$ cat src/rtl/diferential_muxpga_loader.sv
// Purpose: clears a MUX-based FPGA fabric, shifts NCFG config nibbles into its chain,
//          then runs it for a latched number of cycles and captures its output byte.
// Latency: 1 (CLEAR) + NCFG accepted nibbles + run_cycles + 1 (DONE) cycles from start edge to done.
// Backpressure: cfg_ready is high only in LOAD; cfg_valid is ignored elsewhere, and stalls in LOAD hold the fabric.
// Ports: clk/reset (async active-low); start/run_cycles launch a sequence; cfg_valid/cfg_nibble/cfg_ready
//        feed the config stream; data_in, fab_* drive/observe the fabric; result, busy, done report status.
module diferential_muxpga_loader #(
    parameter int NCFG  = 24,
    parameter int RUN_W = 8
) (
    input  logic             clk,
    input  logic             reset,
    input  logic             start,
    input  logic [RUN_W-1:0] run_cycles,
    input  logic             cfg_valid,
    input  logic [3:0]       cfg_nibble,
    output logic             cfg_ready,
    input  logic [3:0]       data_in,
    output logic             fab_reset,
    output logic [1:0]       fab_cmd,
    output logic [3:0]       fab_nibble,
    input  logic [7:0]       fab_out,
    output logic [7:0]       result,
    output logic             busy,
    output logic             done
);

    localparam int CNT_W = $clog2(NCFG + 1);
    localparam logic [CNT_W-1:0] LAST_CFG = CNT_W'(NCFG - 1);

    localparam logic [1:0] CMD_SHIFT = 2'd0;
    localparam logic [1:0] CMD_RUN   = 2'd1;
    localparam logic [1:0] CMD_HOLD  = 2'd2;

    typedef enum logic [2:0] {
        IDLE  = 3'd0,
        CLEAR = 3'd1,
        LOAD  = 3'd2,
        RUN   = 3'd3,
        DONE  = 3'd4
    } state_t;

    state_t           state;
    state_t           state_nxt;
    logic [CNT_W-1:0] cfg_cnt;
    logic [RUN_W-1:0] run_cnt;
    logic [RUN_W-1:0] run_lat;

    // State register
    always_ff @(posedge clk or negedge reset) begin
        if (!reset) begin
            state <= IDLE;
        end else begin
            state <= state_nxt;
        end
    end

    // Counters, run-length latch and captured result.
    // run_cnt only ever reaches run_lat (at most 2^RUN_W-1), so it never wraps.
    always_ff @(posedge clk or negedge reset) begin
        if (!reset) begin
            cfg_cnt <= '0;
            run_cnt <= '0;
            run_lat <= '0;
            result  <= 8'h00;
        end else begin
            case (state)
                IDLE: begin
                    cfg_cnt <= '0;
                    run_cnt <= '0;
                    if (start) begin
                        run_lat <= run_cycles;
                    end
                end
                LOAD: begin
                    if (cfg_valid) begin
                        cfg_cnt <= cfg_cnt + CNT_W'(1);
                    end
                end
                RUN: begin
                    run_cnt <= run_cnt + RUN_W'(1);
                    result  <= fab_out;
                end
                default: begin
                end
            endcase
        end
    end

    // Next state and combinational outputs
    always_comb begin
        state_nxt  = state;
        cfg_ready  = 1'b0;
        fab_reset  = 1'b0;
        fab_cmd    = CMD_HOLD;
        fab_nibble = 4'h0;
        busy       = 1'b1;
        done       = 1'b0;

        case (state)
            IDLE: begin
                busy = 1'b0;
                if (start) begin
                    state_nxt = CLEAR;
                end
            end
            CLEAR: begin
                fab_reset = 1'b1;
                state_nxt = LOAD;
            end
            LOAD: begin
                cfg_ready = 1'b1;
                if (cfg_valid) begin
                    fab_cmd    = CMD_SHIFT;
                    fab_nibble = cfg_nibble;
                    if (cfg_cnt == LAST_CFG) begin
                        // A zero-length run skips RUN so result keeps its old value
                        state_nxt = (run_lat == '0) ? DONE : RUN;
                    end
                end
            end
            RUN: begin
                fab_cmd    = CMD_RUN;
                fab_nibble = data_in;
                if (run_cnt == run_lat - RUN_W'(1)) begin
                    state_nxt = DONE;
                end
            end
            DONE: begin
                done      = 1'b1;
                state_nxt = IDLE;
            end
            default: begin
                state_nxt = IDLE;
            end
        endcase
    end

endmodule

$ cat config.mk
export PLATFORM = sky130hd
export DESIGN_NAME = diferential_muxpga_loader
export DESIGN_NICKNAME = d
export VERILOG_FILES = /design/src/rtl/diferential_muxpga_loader.sv
export SDC_FILE = /design/constraint.sdc
export NUM_CORES = 1
export LEC_CHECK = 0
export ABC_AREA = 1
export CAP_MARGIN = 10
export CORE_ASPECT_RATIO = 1.2
export CORE_MARGIN = 5
export CORE_UTILIZATION = 30
export DETAILED_ROUTE_END_ITERATION = 12
export PLACE_DENSITY = 0.53
export SYNTH_ARGS = -nofsm -noshare
export SYNTH_HDL_FRONTEND = slang
export SYNTH_SLANG_ARGS = --single-unit
export TNS_END_PERCENT = 20
$ cat constraint.sdc
create_clock -name clk -period 1.4 [get_ports clk]
set_input_delay 0.14 -clock clk [delete_from_list [all_inputs] [get_ports clk]]
set_output_delay 0.14 -clock clk [all_outputs]
set_load 0.01 [all_outputs]
==> summary.md <==
No sink is reached through more buffers than the 2 on the longest clock path. The count of boundary I/O pins is 46, and the area share of the largest cell type after synthesis is 44.0%. The synthesized area came out at 1820 sq um. The startpoint of the lowest-slack register-to-register path was state[2]. In this run the worst hold path is classified as primary input to async pin.

The tools report the CTS root buffer as sky130_fd_sc_hd__clkbuf_8. Once detailed placement completed, the half-perimeter wirelength came to 3.61 mm. The met1 routing resource usage after global routing was 17.3%. Number of antenna violations at the first check in global routing: 0. Timing would allow up to 622 MHz. Of the synthesized area, sequential elements account for 44.0%.

The cell count of the worst reg-to-reg path was 10. The count of nets left with antenna violations once routing finished came out at 0. Dividing total power by cell area gives a power density of 1910 nW/um^2.

The most crowded layer after global routing was met2. Max-cap violations in this run came to 0. Leaving out fill and tap cells, the most frequent cell in the layout is sky130_fd_sc_hd__nand2_1.

For the sum of negative setup slack, the log shows -1.78 ns. The total via count after detailed routing was 1774; the routed length per instance was 11.4 um. Synthesis produced a netlist with a net count of 274. Setup slack on the worst reg-to-reg path comes out at -0.21 ns. The repair_antennas step left the layout with diodes totalling 0.

In this run the tool buffered the top-level ports with 45 buffer cells. For this design, the CTS-stage hold fixing added 0 buffers. The logs give 2870 sq um for the area of all placed cells without fillers and 2670 sq um for the cell area reported after detailed placement. Routability-driven placement finished with a final weighted congestion of 0.810. The run gives 5 as the CTS buffer count. In this run the critical register-to-register path is captured at cfg_cnt[4].

The post-synthesis cell type count was 29; the die width was 81.1 um. The tools report the area taken by multi-input logic gates as 941 sq um. The checks that failed: negative setup slack. In this run, synthesis produced a sequential element count of 32. Summed over all layers, the global routing overflow is 0. For this run, the detailed router's first-pass iteration total came to 4. At the worst endpoint, the required time is 1.57 ns.

The flow ran to the end, but the final reports show violations. In this run the worst path has a maximum fanout of 3. The first global-routing pass estimated 8.19 mm of wire. The layout has 608 filler cells. The via density per instance is 4.24, and the worst max-slew margin expressed relative to the limit is 84.4%.

Tracing the worst setup path back leads to its startpoint at state[2]. The run gives 0 as the total count of max-transition violations in the final report. The H-tree was split into 2 levels. The share of cells above drive strength 1 was 27.7%; the worst setup slack after layout was -0.209 ns.

The die covers 7720 sq um. STA classifies the critical path startpoint as a flop. Arrival time at the worst endpoint: 1.78 ns.

In this run the worst setup path terminates at cfg_cnt[4]. The overall routed net length was 4.79 mm. In the global route stage, met3 resource usage came out at 3.31%. The placeable core region was 5970 sq um. The critical path capture point type is a flop. Global routing used 13.8% of the available tracks. The insertion delay of the later-clocked pin in the worst-skew pair was 0.29 ns. Setup violations remaining at the end of the flow were counted as 16. The final hold violation count is 0, and the largest voltage drop on the vdd net is 0.000680 V. The synthesized area per cell was 7.51 sq um; the starting density of the core was 30.4%. At the end of the flow the core is filled with cells to 48.0%. The number of design rule violations left after detail routing is 0. The top cell type by total area after synthesis is sky130_fd_sc_hd__dfrtp_1. The vertical die dimension is 95.3 um, and the clock slew at the register clock pins of the worst setup and hold paths is 0.08 ns. Before CTS, the worst setup slack after placement is -0.340 ns. The setup path with the least slack is of type flop to flop.

For met2 alone, demand over resource in global routing was 23.2%. The worst path uses 115% of the clock period. The layout overhead on the synthesized area was 57.7%.

The maximum number of pins on one net before global-route repair came out at 33. The floorplan row count came out at 31. The clock period minus final worst setup slack came out at 1.61 ns.

The number of global-route vias before repair was 1808; the sequential cell area was 801 sq um. For the pin with the worst max-slew slack, the measured transition is 0.233 ns. By area the synthesized netlist is led by sky130_fd_sc_hd__dfrtp_1 (44%), sky130_fd_sc_hd__nand2_1 (16%), sky130_fd_sc_hd__inv_1 (6.4%), sky130_fd_sc_hd__nor2_1 (6.4%), sky130_fd_sc_hd__o21ai_0 (3.3%).

The DRC violation total after the first TritonRoute iteration was 53; the clock skew was 0.00671 ns. The logs give 242 for the number of instances in the synthesized netlist and 1.42 nW for the leakage power of the design. The final layout contains 367 nets.

Counting every sink on the clock net gives 32. For the warning count from the yosys run, the log shows 0. The top cell types in the final layout, fill and taps aside, are sky130_fd_sc_hd__nand2_1 (70), sky130_fd_sc_hd__buf_4 (38), sky130_fd_sc_hd__clkdlybuf4s50_1 (35). TritonCTS built the clock tree. Setup repair after global routing could not meet its margin everywhere.
what timing repair did:
action	in CTS	in global routing
gates resized for setup	53	11
setup buffers	7	1
endpoints found under the setup margin	22	32
pin swaps	7	5
worst max-delay path, cell delays in order (launching register included):
cell and delay [ns]:
sky130_fd_sc_hd__dfrtp_1 0.41, sky130_fd_sc_hd__nor2_4 0.18, sky130_fd_sc_hd__nand2_2 0.10, sky130_fd_sc_hd__nor2_4 0.13, sky130_fd_sc_hd__buf_6 0.12, sky130_fd_sc_hd__buf_6 0.10
sky130_fd_sc_hd__nor2_4 0.04, sky130_fd_sc_hd__nor3_4 0.16, sky130_fd_sc_hd__nand2_2 0.09, sky130_fd_sc_hd__o21ai_2 0.11, sky130_fd_sc_hd__a21oi_1 0.05
metrics by stage:
step | hold slack (ns) | total power [W] | instances
after detailed placement | 0.465 | 0.00440 | 402
after floorplan | -0.156 | 0.00291 | 242
after global routing | 0.238 | 0.00593 | 418
after CTS | 0.224 | 0.00545 | 417
final | 0.219 | 0.00546 | 418
after global placement | 0.461 | 0.00437 | 402
flip-flops by register name, indices dropped and copies added, names as in the netlist:
signal   count
result       8
run_cnt      8
run_lat      8
state        3
cfg_cnt      5
cell usage after synthesis (all sizes together):
| cell type | n |
|---|---|
| nand2 | 78 |
| nor2 | 35 |
| dfrtp | 32 |
| inv | 32 |
| o21ai | 14 |
| nand3 | 11 |
| a21oi | 7 |
| nor3 | 5 |
| a22o | 4 |
| ha | 4 |
| nor3b | 3 |
| xor2 | 3 |
| buf | 2 |
| mux2 | 2 |
| xnor2 | 2 |
| a32o | 1 |
| clkbuf | 1 |
| clkinv | 1 |
| nand4 | 1 |
| o22ai | 1 |
| o31ai | 1 |
| o32ai | 1 |
| or2 | 1 |
layer usage:
layer	routed length [um]	part of all wire [%]
met1	2170	45
met4	67	1.4
met3	239	5.0
met2	2310	48
met5	0	0
cell type report:
cell class	instances	area share (%)
clock buffer	5	2.40
tap	82	3.58
clock inverter	3	1.48
timing repair buffer	89	27.3
sequential	32	27.9
multi-input combinational	174	32.8
inverter	33	4.49
worst min path at each step:
stage	cells past startpoint	to	from
2_1_floorplan	0	cfg_cnt[0]	reset
3_3_place_gp	2	result[3]	result[3]
3_5_place_dp	2	result[2]	result[2]
4_1_cts	2	result[7]	reset
5_1_grt	2	result[7]	reset
6_report	2	result[7]	reset
kinds of logic after synthesis:
kind of cell / Yosys count / share of synthesized area [%]
XOR/XNOR: 5 / 2.41
buffers and inverters: 36 / 7.64
AO/OA/AOI/OAI: 29 / 9.50
flip-flops: 32 / 44.0
adder cells (fa/ha/maj): 4 / 2.75
multiplexers: 2 / 1.24
AND/OR/NAND/NOR: 134 / 32.4
power breakdown:
group          switching, W  internal [W]  total (W)  leakage [nW]
combinational       0.00146       0.00159    0.00305         0.962
sequential         0.000262       0.00123    0.00149         0.404
clock              0.000394      0.000527   0.000921        0.0541
total               0.00212       0.00335    0.00546          1.42
Power figures use the tool's default switching activity.
